<file path="config.mk">
export PLATFORM = sky130hd
export DESIGN_NAME = lcd_bus_responder
export DESIGN_NICKNAME = d
export VERILOG_FILES = /design/src/rtl/lcd_bus_responder.sv
export SDC_FILE = /design/constraint.sdc
export NUM_CORES = 1
export LEC_CHECK = 0
export BUFFER_PORTS_ARGS = -buffer_cell sky130_fd_sc_hd__buf_4
export CORE_MARGIN = 2
export CORE_UTILIZATION = 51
export DETAILED_ROUTE_END_ITERATION = 8
export HOLD_SLACK_MARGIN = 0.1
export MAX_ROUTING_LAYER = met4
export PLACE_DENSITY = 0.71
export SYNTH_ARGS = -nofsm -noshare
export SYNTH_HDL_FRONTEND = slang
export SYNTH_SLANG_ARGS = --single-unit
</file>
<file path="constraint.sdc">
create_clock -name clk -period 3.8 [get_ports clk]
set_clock_uncertainty 0.1 [all_clocks]
set_input_delay 0 -clock clk [delete_from_list [all_inputs] [get_ports clk]]
set_output_delay 0 -clock clk [all_outputs]
set_load 0.1 [all_outputs]
</file>
<file path="src/rtl/lcd_bus_responder.sv">
// Display-side responder for the 4-bit character-LCD bus: rebuilds bytes from nibbles,
// models the DDRAM address counter and busy flag, and answers busy/address reads.
`timescale 1ns/1ps
module lcd_bus_responder #(
    parameter int BUSY_CYCLES  = 2000,
    parameter int CLEAR_CYCLES = 82000
) (
    input  logic       clk,
    input  logic       rst_n,
    input  logic       lcd_e,
    input  logic       lcd_rs,
    input  logic       lcd_rw,
    input  logic [3:0] lcd_db_in,
    output logic [3:0] lcd_db_out,
    output logic       lcd_db_oe,
    output logic       byte_valid,
    output logic [7:0] byte_data,
    output logic       byte_rs,
    output logic       busy,
    output logic [6:0] addr,
    output logic       mode_4bit,
    output logic       busy_violation
);

    localparam int MAX_CYCLES = (CLEAR_CYCLES > BUSY_CYCLES) ? CLEAR_CYCLES : BUSY_CYCLES;
    localparam int CNT_W      = $clog2(MAX_CYCLES + 1);
    localparam logic [CNT_W-1:0] BUSY_LOAD  = CNT_W'(BUSY_CYCLES);
    localparam logic [CNT_W-1:0] CLEAR_LOAD = CNT_W'(CLEAR_CYCLES);
    localparam logic [CNT_W-1:0] CNT_ONE    = CNT_W'(1);

    typedef enum logic [1:0] {
        INIT8,
        HI,
        LO
    } state_t;

    function automatic logic [6:0] next_ddram_addr(input logic [6:0] a);
        if (a == 7'h27) begin
            return 7'h40;
        end else if (a == 7'h67) begin
            return 7'h00;
        end else begin
            return a + 7'd1;
        end
    endfunction

    // bus vector layout: {e, rs, rw, db[3:0]}
    logic [6:0]       bus_p0_q, bus_p0_d;
    logic [6:0]       bus_s_q, bus_s_d;
    logic             e_prev_q, e_prev_d;
    logic             cap_rs_q, cap_rs_d;
    logic             cap_rw_q, cap_rw_d;
    logic [3:0]       cap_db_q, cap_db_d;
    logic             commit_q, commit_d;

    state_t           state_q, state_d;
    logic [3:0]       hi_nib_q, hi_nib_d;
    logic             hi_rs_q, hi_rs_d;
    logic             phase_q, phase_d;
    logic [CNT_W-1:0] cnt_q, cnt_d;
    logic             busy_q, busy_d;
    logic [6:0]       addr_q, addr_d;
    logic             mode_4bit_q, mode_4bit_d;
    logic             viol_q, viol_d;
    logic             byte_valid_q, byte_valid_d;
    logic [7:0]       byte_data_q, byte_data_d;
    logic             byte_rs_q, byte_rs_d;
    logic             oe_q, oe_d;
    logic [3:0]       db_out_q, db_out_d;

    logic             e_s, rs_s, rw_s;
    logic [3:0]       db_s;
    logic [7:0]       full_byte;
    logic             load_busy;
    logic [CNT_W-1:0] load_val;
    logic [3:0]       rd_nib;

    assign {e_s, rs_s, rw_s, db_s} = bus_s_q;
    assign full_byte = {hi_nib_q, cap_db_q};

    // Stage p0/s: synchronize the bus, hold the fields of the last enabled cycle,
    // and register the falling edge of e as the commit strobe.
    always_comb begin
        bus_p0_d = {lcd_e, lcd_rs, lcd_rw, lcd_db_in};
        bus_s_d  = bus_p0_q;
        e_prev_d = e_s;
        commit_d = e_prev_q & ~e_s;
        cap_rs_d = cap_rs_q;
        cap_rw_d = cap_rw_q;
        cap_db_d = cap_db_q;
        if (e_s) begin
            cap_rs_d = rs_s;
            cap_rw_d = rw_s;
            cap_db_d = db_s;
        end
    end

    // Commit stage: nibble FSM, byte decode and busy counter.
    always_comb begin
        state_d      = state_q;
        hi_nib_d     = hi_nib_q;
        hi_rs_d      = hi_rs_q;
        phase_d      = phase_q;
        addr_d       = addr_q;
        mode_4bit_d  = mode_4bit_q;
        viol_d       = viol_q;
        byte_valid_d = 1'b0;
        byte_data_d  = byte_data_q;
        byte_rs_d    = byte_rs_q;
        load_busy    = 1'b0;
        load_val     = BUSY_LOAD;

        if (commit_q) begin
            if (cap_rw_q) begin
                if (state_q != INIT8) begin
                    phase_d = ~phase_q;
                end
            end else begin
                phase_d = 1'b0;
                if (busy_q) begin
                    viol_d = 1'b1;
                end
                case (state_q)
                    INIT8: begin
                        if (!cap_rs_q && cap_db_q == 4'h3) begin
                            load_busy = 1'b1;
                        end else if (!cap_rs_q && cap_db_q == 4'h2) begin
                            mode_4bit_d = 1'b1;
                            state_d     = HI;
                            load_busy   = 1'b1;
                        end
                    end
                    HI: begin
                        hi_nib_d = cap_db_q;
                        hi_rs_d  = cap_rs_q;
                        state_d  = LO;
                    end
                    LO: begin
                        byte_valid_d = 1'b1;
                        byte_data_d  = full_byte;
                        byte_rs_d    = hi_rs_q;
                        state_d      = HI;
                        load_busy    = 1'b1;
                        if (hi_rs_q) begin
                            addr_d = next_ddram_addr(addr_q);
                        end else if (full_byte[7:2] == 6'd0 && full_byte[1:0] != 2'd0) begin
                            addr_d   = 7'h00;
                            load_val = CLEAR_LOAD;
                        end else if (full_byte[7]) begin
                            addr_d = full_byte[6:0];
                        end
                    end
                    default: state_d = INIT8;
                endcase
            end
        end

        if (load_busy) begin
            cnt_d = load_val;
        end else if (cnt_q != '0) begin
            cnt_d = cnt_q - CNT_ONE;
        end else begin
            cnt_d = '0;
        end
        busy_d = (cnt_d != '0);
    end

    // Read-back stage: the bus is driven only while a synchronized read is enabled.
    always_comb begin
        rd_nib = 4'h0;
        if (!rs_s) begin
            if (state_q == INIT8) begin
                rd_nib = {busy_q, 3'b000};
            end else if (phase_q) begin
                rd_nib = addr_q[3:0];
            end else begin
                rd_nib = {busy_q, addr_q[6:4]};
            end
        end
        oe_d     = e_s & rw_s;
        db_out_d = oe_d ? rd_nib : 4'h0;
    end

    always_ff @(posedge clk or negedge rst_n) begin
        if (!rst_n) begin
            bus_p0_q     <= '0;
            bus_s_q      <= '0;
            e_prev_q     <= 1'b0;
            cap_rs_q     <= 1'b0;
            cap_rw_q     <= 1'b0;
            cap_db_q     <= 4'h0;
            commit_q     <= 1'b0;
            state_q      <= INIT8;
            hi_nib_q     <= 4'h0;
            hi_rs_q      <= 1'b0;
            phase_q      <= 1'b0;
            cnt_q        <= '0;
            busy_q       <= 1'b0;
            addr_q       <= 7'h00;
            mode_4bit_q  <= 1'b0;
            viol_q       <= 1'b0;
            byte_valid_q <= 1'b0;
            byte_data_q  <= 8'h00;
            byte_rs_q    <= 1'b0;
            oe_q         <= 1'b0;
            db_out_q     <= 4'h0;
        end else begin
            bus_p0_q     <= bus_p0_d;
            bus_s_q      <= bus_s_d;
            e_prev_q     <= e_prev_d;
            cap_rs_q     <= cap_rs_d;
            cap_rw_q     <= cap_rw_d;
            cap_db_q     <= cap_db_d;
            commit_q     <= commit_d;
            state_q      <= state_d;
            hi_nib_q     <= hi_nib_d;
            hi_rs_q      <= hi_rs_d;
            phase_q      <= phase_d;
            cnt_q        <= cnt_d;
            busy_q       <= busy_d;
            addr_q       <= addr_d;
            mode_4bit_q  <= mode_4bit_d;
            viol_q       <= viol_d;
            byte_valid_q <= byte_valid_d;
            byte_data_q  <= byte_data_d;
            byte_rs_q    <= byte_rs_d;
            oe_q         <= oe_d;
            db_out_q     <= db_out_d;
        end
    end

    assign lcd_db_out     = db_out_q;
    assign lcd_db_oe      = oe_q;
    assign byte_valid     = byte_valid_q;
    assign byte_data      = byte_data_q;
    assign byte_rs        = byte_rs_q;
    assign busy           = busy_q;
    assign addr           = addr_q;
    assign mode_4bit      = mode_4bit_q;
    assign busy_violation = viol_q;

endmodule

</file>
==> summary.md, run 1 <==
| Metric | Value |
|---|---|
| M2 GR Usage | `27.4%` |
| M3 GR Usage | `about 4.3%` |
| Post-synth top flop | `dfrtp_1` |
| Drt drc | `0` |
| Clk_lat worst skew | `360 ps` |
| Leakage power | `~1.7 nW` |
| GRT Total Usage | `19.5%` |
| Port bufs | `33` |
| Post-Syn Area | `between 3000 and 4000 sq um` |
| Slew Limit Fails | `0` |
| Layout cell share with drive strength beyond 1 | `25.7%` |
| Post-synthesis sequential area ratio | `roughly three fifths` |
| PD cells | `slightly below 800 nW/um^2` |
| DR WL/cell | `14.7 um` |
| Post-Syn Instances | `270` |
| Critical path required time | `a little under 4000 ps` |
| Max cap viols | `0` |
| Final setup viols | `0` |
| Vias in the first global route | `1949` |
| Yosys cell types | `48` |
| Peak VDD IR | `0.814 mV` |
| Final core occ | `62.4%` |
| Largest net degree at the start of global routing | `73` |
| Vias per cell | `5.38` |
| DR iter-0 viols | `156` |
| Final net count | `roughly 330` |
| Synth Warn # | `0` |
| H-tree depth | `3` |
| Post CTS Setup Buffer Count | `0` |
| CTS root buf | `clkbuf_8` |
| First-pass GRT wire length | `approximately 9.5 mm` |
| Largest area contributor in the netlist | `dfrtp_1` |
| Synthesis-to-finish area growth | `19.0%` |
| Post-route ant nets | `0` |
| Tcrit/Tclk final | `between 80% and 90%` |
| Gr ovfl total | `0` |
| Met1 Resource Use GR | `a little over a quarter` |
| Starting Density | `52.5%` |
| Core Area | `approximately 6000 sq um` |
| Status | `finished, final reports clean` |
| GR peak layer | `met2` |
| Io pins | `34` |
| Total power | `roughly 2.8 mW` |
| Routed WL | `just under 6 mm` |
| CTS Sinks | `about 70` |
| Async SR Flop Fraction | `100%` |
| Synth Net Count | `282` |
| Synthesized flop and latch total | `between 70 and 80` |
| Setup_tns | `0 ps` |
| Crit start category | `register` |
| Row cnt | `28` |
| WS Path Type | `reg -> reg` |
| CTS max path bufs | `2` |
| Synth top area cells | `dfrtp_1 (58%), mux2_2 (6.6%), nor2_1 (3.5%)` |
| Max Freq | `between 300 and 400 MHz` |
| Post-CTS Resized | `0` |
| Final hold vios | `0` |
| Slew @ Worst Pin | `around 900 ps` |
| Drt pass-1 iters | `4` |
| Slew headroom | `41.4%` |
| Post-synth top area share | `about three fifths` |
| Maximum fanout along the worst path | `6` |
| Number of CTS-inserted buffers | `9` |
| Worst hold path class | `in -> reg` |
| Tmin final | `between 3000 and 4000 ps` |
| RSZ-0062 raised after global routing | `no` |
| GPL Wtd Cong | `about 0.84` |
| Clock slew at reported path FFs | `around 80 ps` |
| Critical Path End Type | `register` |
| Ant diodes | `0` |
| Worst Path Arrival | `approximately 3200 ps` |
| Die area | `between 6000 and 7000 sq um` |
| Die width | `roughly 82 um` |
| HPWL after detailed placement | `3.80 mm` |
| Via count | `roughly 2100` |
| Post-synth EDFFs | `0` |
| Initial antenna violation count | `0` |
| Die extent in y | `roughly 82 um` |
| CTS tree | `yes` |
| Synth Area per Inst | `between 10 and 15 sq um` |
flip-flops by register name, indices dropped and copies added, names as in the netlist, 2 cells and up:
register,flops
state_q,2
hi_nib_q,4
byte_data,8
bus_p0_q,7
cap_db_q,4
addr,7
bus_s_q,7
lcd_db_out,4
cnt_q,17
cell usage in the layout (no fill, tap or decap), types with 3 or more instances in the layout:
cell           count
nor3_1             8
clkbuf_8           9
o21ai_0           19
xor2_1             4
nor4_1             3
buf_4             35
nor2b_1            3
ha_1               3
nand2_1           16
or3_1              4
nor2_1            29
xnor2_1           11
dfrtp_1           72
inv_1              9
mux2_2            18
mux2i_1            4
a21oi_1           10
inv_6              4
dlygate4sd3_1      8
o22a_1             4
nand3b_1           3
nand3_1            4
or4_1              3
final cells by class:
cell class / count / area, sq um
clock buffer: 9 / 124
multi-input combinational: 179 / 1190
inverter: 9 / 33.8
sequential: 72 / 1800
clock inverter: 7 / 83.8
tap: 75 / 93.8
timing repair buffer: 43 / 343
fill: 468 / 2210
cell families after synthesis:
kind of cell	after synthesis	share of synthesized area, %
adder cells (fa/ha/maj)	3	1.22
AND/OR/NAND/NOR	87	14.7
multiplexers	22	7.86
flip-flops	72	58.3
AO/OA/AOI/OAI	52	10.7
buffers and inverters	19	3.00
XOR/XNOR	15	4.25
cells in the mapped netlist, types with 4 or more instances:
library cell	instances
o21ai_0	19
or3_1	4
xor2_1	4
nor3_1	8
clkbuf_1	7
mux2i_1	4
a21oi_1	10
inv_1	9
xnor2_1	11
mux2_2	18
nand3_1	4
dfrtp_1	72
nor2_1	29
o22a_1	4
nand2_1	16
final timing paths:
kind	cells after the start	slack, ps	endpoint	start
worst max-delay path	8	720	busy	cnt_q[0]
worst min-delay path	2	190	bus_p0_q[3]	lcd_db_in[3]
worst max register to register	8	720	busy	cnt_q[0]
worst min register to register	0	250	bus_s_q[3]	bus_p0_q[3]
max in group asynchronous	2	2820	hi_nib_q[3]	rst_n
min in group asynchronous	2	200	cnt_q[13]	rst_n
per-stage QoR:
step,instances,setup WS (ps),hold slack [ps],area (sq um)
final,394,720,190,3670
after global routing,394,606,185,3670
after CTS,394,720,183,3670
after detailed placement,370,738,10.6,3390
after global placement,370,829,9.50,3390
after floorplan,270,839,-396,3090
routing by layer:
layer  routed length [um]  vias up
li1                     -     1041
met2                 2700       36
met3                  189       10
met1                 2820     1033
met5                    0        -
met4                   95        0
report_power, final:
part	internal (mW)	switching (mW)
Sequential	0.952	0.238
Clock	0.317	0.318
Combinational	0.357	0.652
Total	1.63	1.21
critical path: stages, from the launching register on:
cell and delay (ps):
dfrtp_1 420, inv_1 100, ha_1 220, or3b_2 540, or3_1 410, xnor2_1 150, o31a_1 230, or4_1 480
a211o_1 310
repair_timing:
action	in CTS	in global routing
hold buffers	8	0
setup endpoints to repair	0	0
endpoints found under the hold margin	79	0
Power figures use the tool's default switching activity.
==> inputs of run 2 (changes only) <==
--- a/config.mk
+++ b/config.mk
@@ -5,13 +5,14 @@
 export SDC_FILE = /design/constraint.sdc
 export NUM_CORES = 1
 export LEC_CHECK = 0
+export ABC_AREA = 1
 export BUFFER_PORTS_ARGS = -buffer_cell sky130_fd_sc_hd__buf_4
 export CORE_MARGIN = 2
 export CORE_UTILIZATION = 51
 export DETAILED_ROUTE_END_ITERATION = 8
 export HOLD_SLACK_MARGIN = 0.1
 export MAX_ROUTING_LAYER = met4
-export PLACE_DENSITY = 0.71
+export PLACE_DENSITY = 0.73
 export SYNTH_ARGS = -nofsm -noshare
 export SYNTH_HDL_FRONTEND = slang
 export SYNTH_SLANG_ARGS = --single-unit
==> constraint.sdc (replaced) <==
create_clock -name clk -period 2.7 [get_ports clk]
set_clock_uncertainty 0.1 [all_clocks]
set_input_delay 0 -clock clk [delete_from_list [all_inputs] [get_ports clk]]
set_output_delay 0 -clock clk [all_outputs]
set_load 0.1 [all_outputs]
==> summary.md, run 2 <==
| Metric | Value |
|---|---|
| Status | `finished, final reports clean` |
| Synth top area cells | `dfrtp_1 (55%), nand2_1 (10%), nor2_1 (5.1%)` |
| Synth top cells by count | `nand2_1 (88), dfrtp_1 (72), nor2_1 (44)` |
| Synthesized flop and latch total | `72` |
| Drt pass-1 iters | `4` |
| Slew headroom | `41.3%` |
| Post-synth EDFFs | `0` |
| GPL Wtd Cong | `between 0.8 and 0.9` |
| Most frequent cell after synthesis | `nand2_1` |
| Largest net degree at the start of global routing | `73` |
| Via count | `2434` |
| Max cap viols | `0` |
| Post-route ant nets | `0` |
| Final hold vios | `0` |
| Post-Syn Instances | `367` |
| Initial antenna violation count | `0` |
| Port bufs | `33` |
| H-tree depth | `3` |
| Final net count | `425` |
| Max FFs per register | `17` |
| Io pins | `34` |
| Core Area | `6280 sq um` |
| Post-synth top area share | `a little under three fifths` |
| Vias per cell | `slightly below 5` |
| CTS tree | `yes` |
| Synth Warn # | `0` |
| PD cells | `roughly 1100 nW/um^2` |
| Final setup viols | `0` |
| Largest area contributor in the netlist | `dfrtp_1` |
| Post-CTS Resized | `0` |
| Final core occ | `between 60 and 70%` |
| Placed inst area | `between 3000 and 4000 sq um` |
| Commonest non-fill, non-tap cell in the layout | `nand2_1` |
| Synth Net Count | `about 380` |
| Number of CTS-inserted buffers | `9` |
| WS Path Type | `reg -> reg` |
| Maximum fanout along the worst path | `10` |
| Max Freq | `roughly 530 MHz` |
| Clock slew at reported path FFs | `about 80 ps` |
| Post-Syn Area | `3260 sq um` |
| Clk_lat worst skew | `340 ps` |
| Worst Path Arrival | `2020 ps` |
| Most frequent cells in the layout | `nand2_1 (88), dfrtp_1 (72), nor2_1 (44)` |
| Row cnt | `29` |
| Largest reg by FF count | `cnt_q` |
| Synth Area per Inst | `8.88 sq um` |
| DR iter-0 viols | `84` |
| Cell area after layout | `around 3800 sq um` |
| Synthesis-to-finish area growth | `18.0%` |
| Async SR Flop Fraction | `100%` |
| Post CTS Setup Buffer Count | `0` |
| RSZ-0062 raised after global routing | `no` |
| Ant diodes | `0` |
| Die extent in y | `84.0 um` |
| Gr ovfl total | `0` |
| Slew @ Worst Pin | `slightly below 900 ps` |
| Worst hold path class | `in -> reg` |
| Peak VDD IR | `0.578 mV` |
| Starting Density | `about 52%` |
| Leakage power | `roughly 2 nW` |
| Tcrit/Tclk final | `approximately 70%` |
| Yosys cell types | `29` |
| Fin Hold WS | `196 ps` |
| Slew Limit Fails | `0` |
| Routed WL | `around 6.3 mm` |
| Critical path required time | `2820 ps` |
| Critical Path End Type | `register` |
| Vias in the first global route | `roughly 2400` |
| CTS root buf | `clkbuf_8` |
| Post-synth top flop | `dfrtp_1` |
| CTS Sinks | `72` |
| Final Worst Setup Slack | `~800 ps` |
| Dpl ws | `between 700 and 800 ps` |
| Crit start category | `register` |
| Post-synthesis sequential area ratio | `55.3%` |
| First-pass GRT wire length | `about 11 mm` |
| Setup_tns | `0 ps` |
| Layout cell share with drive strength beyond 1 | `20.3%` |
| Tmin final | `1900 ps` |
| Drt drc | `0` |
| HPWL after detailed placement | `around 4.5 mm` |
| CTS max path bufs | `2` |
| Die width | `approximately 84 um` |
| DR WL/cell | `12.6 um` |
| GRT Total Usage | `20.1%` |
| Die area | `between 7000 and 8000 sq um` |
==> run 2: cell types whose count changed in the layout (fill, tap and decap cells not counted), moves of 11 or more <==
cell,delta
mux2_2,-18
nand2_1,+72
xnor2_1,-11
nor2_1,+15
nand3_1,+15
inv_1,+32
==> run 2: cell families after synthesis <==
kind of cell               Yosys count  share of synthesized area (%)
xor gates and xnor gates             7                           1.88
buffers and inverters               50                           5.99
and+or+nand+nor                    190                           27.9
adders and majority gates            3                           1.15
DFF                                 72                           55.3
AOI/OAI and AO/OA                   45                           7.83
==> run 2: layer usage <==
metal  global-route usage [%]  part of all wire (%)
met4                     8.50                   1.4
met5                        -                     0
met2                     28.6                    45
met1                     28.3                    51
met3                     4.15                   3.1
==> run 2: report_power, final <==
group | switching [mW] | internal (mW)
Clock | 0.443 | 0.370
Sequential | 0.301 | 1.34
Combinational | 1.20 | 0.466
Total | 1.94 | 2.18
==> run 2: worst max-delay path: stages, from the launching register on <==
cell and delay [ps]:
dfrtp_1 380, inv_1 160, ha_1 180, inv_1 40, nor2_1 100, nand2_2 70, nor2_4 100, nand2_4 80
nand2_8 100, inv_6 60, o31ai_1 100, nand2_1 80, nor2_1 120, nand4_1 100
==> run 2: stage by stage <==
stage,std cells,power (mW)
2_1_floorplan,367,2.94
6_report,495,4.12
5_1_grt,495,4.41
3_3_place_gp,471,3.29
3_5_place_dp,471,3.32
4_1_cts,495,4.14
==> run 2: repair_timing <==
action	in CTS	in global routing
endpoints found under the setup margin	0	0
hold endpoints to repair	79	0
hold buffers	8	0
==> run 2: area by class of cell <==
| cell class | count | area (sq um) |
|---|---|---|
| Multi-Input combinational cell | 245 | 1260 |
| Clock inverter | 6 | 50.0 |
| Tap cell | 77 | 96.3 |
| Fill cell | 555 | 2430 |
| Clock buffer | 10 | 138 |
| Timing Repair Buffer | 41 | 328 |
| Inverter | 44 | 170 |
| Sequential cell | 72 | 1800 |
==> run 2: worst paths after layout <==
check | slack, ps | to | cells past startpoint | startpoint
worst max-delay path | 800 | busy | 13 | cnt_q[0]
worst min-delay path | 200 | bus_p0_q[3] | 2 | lcd_db_in[3]
worst max register to register | 800 | busy | 13 | cnt_q[0]
worst min register to register | 250 | bus_s_q[4] | 0 | bus_p0_q[4]
max in group asynchronous | 1720 | lcd_db_out[2] | 2 | rst_n
min in group asynchronous | 220 | byte_data[3] | 2 | rst_n
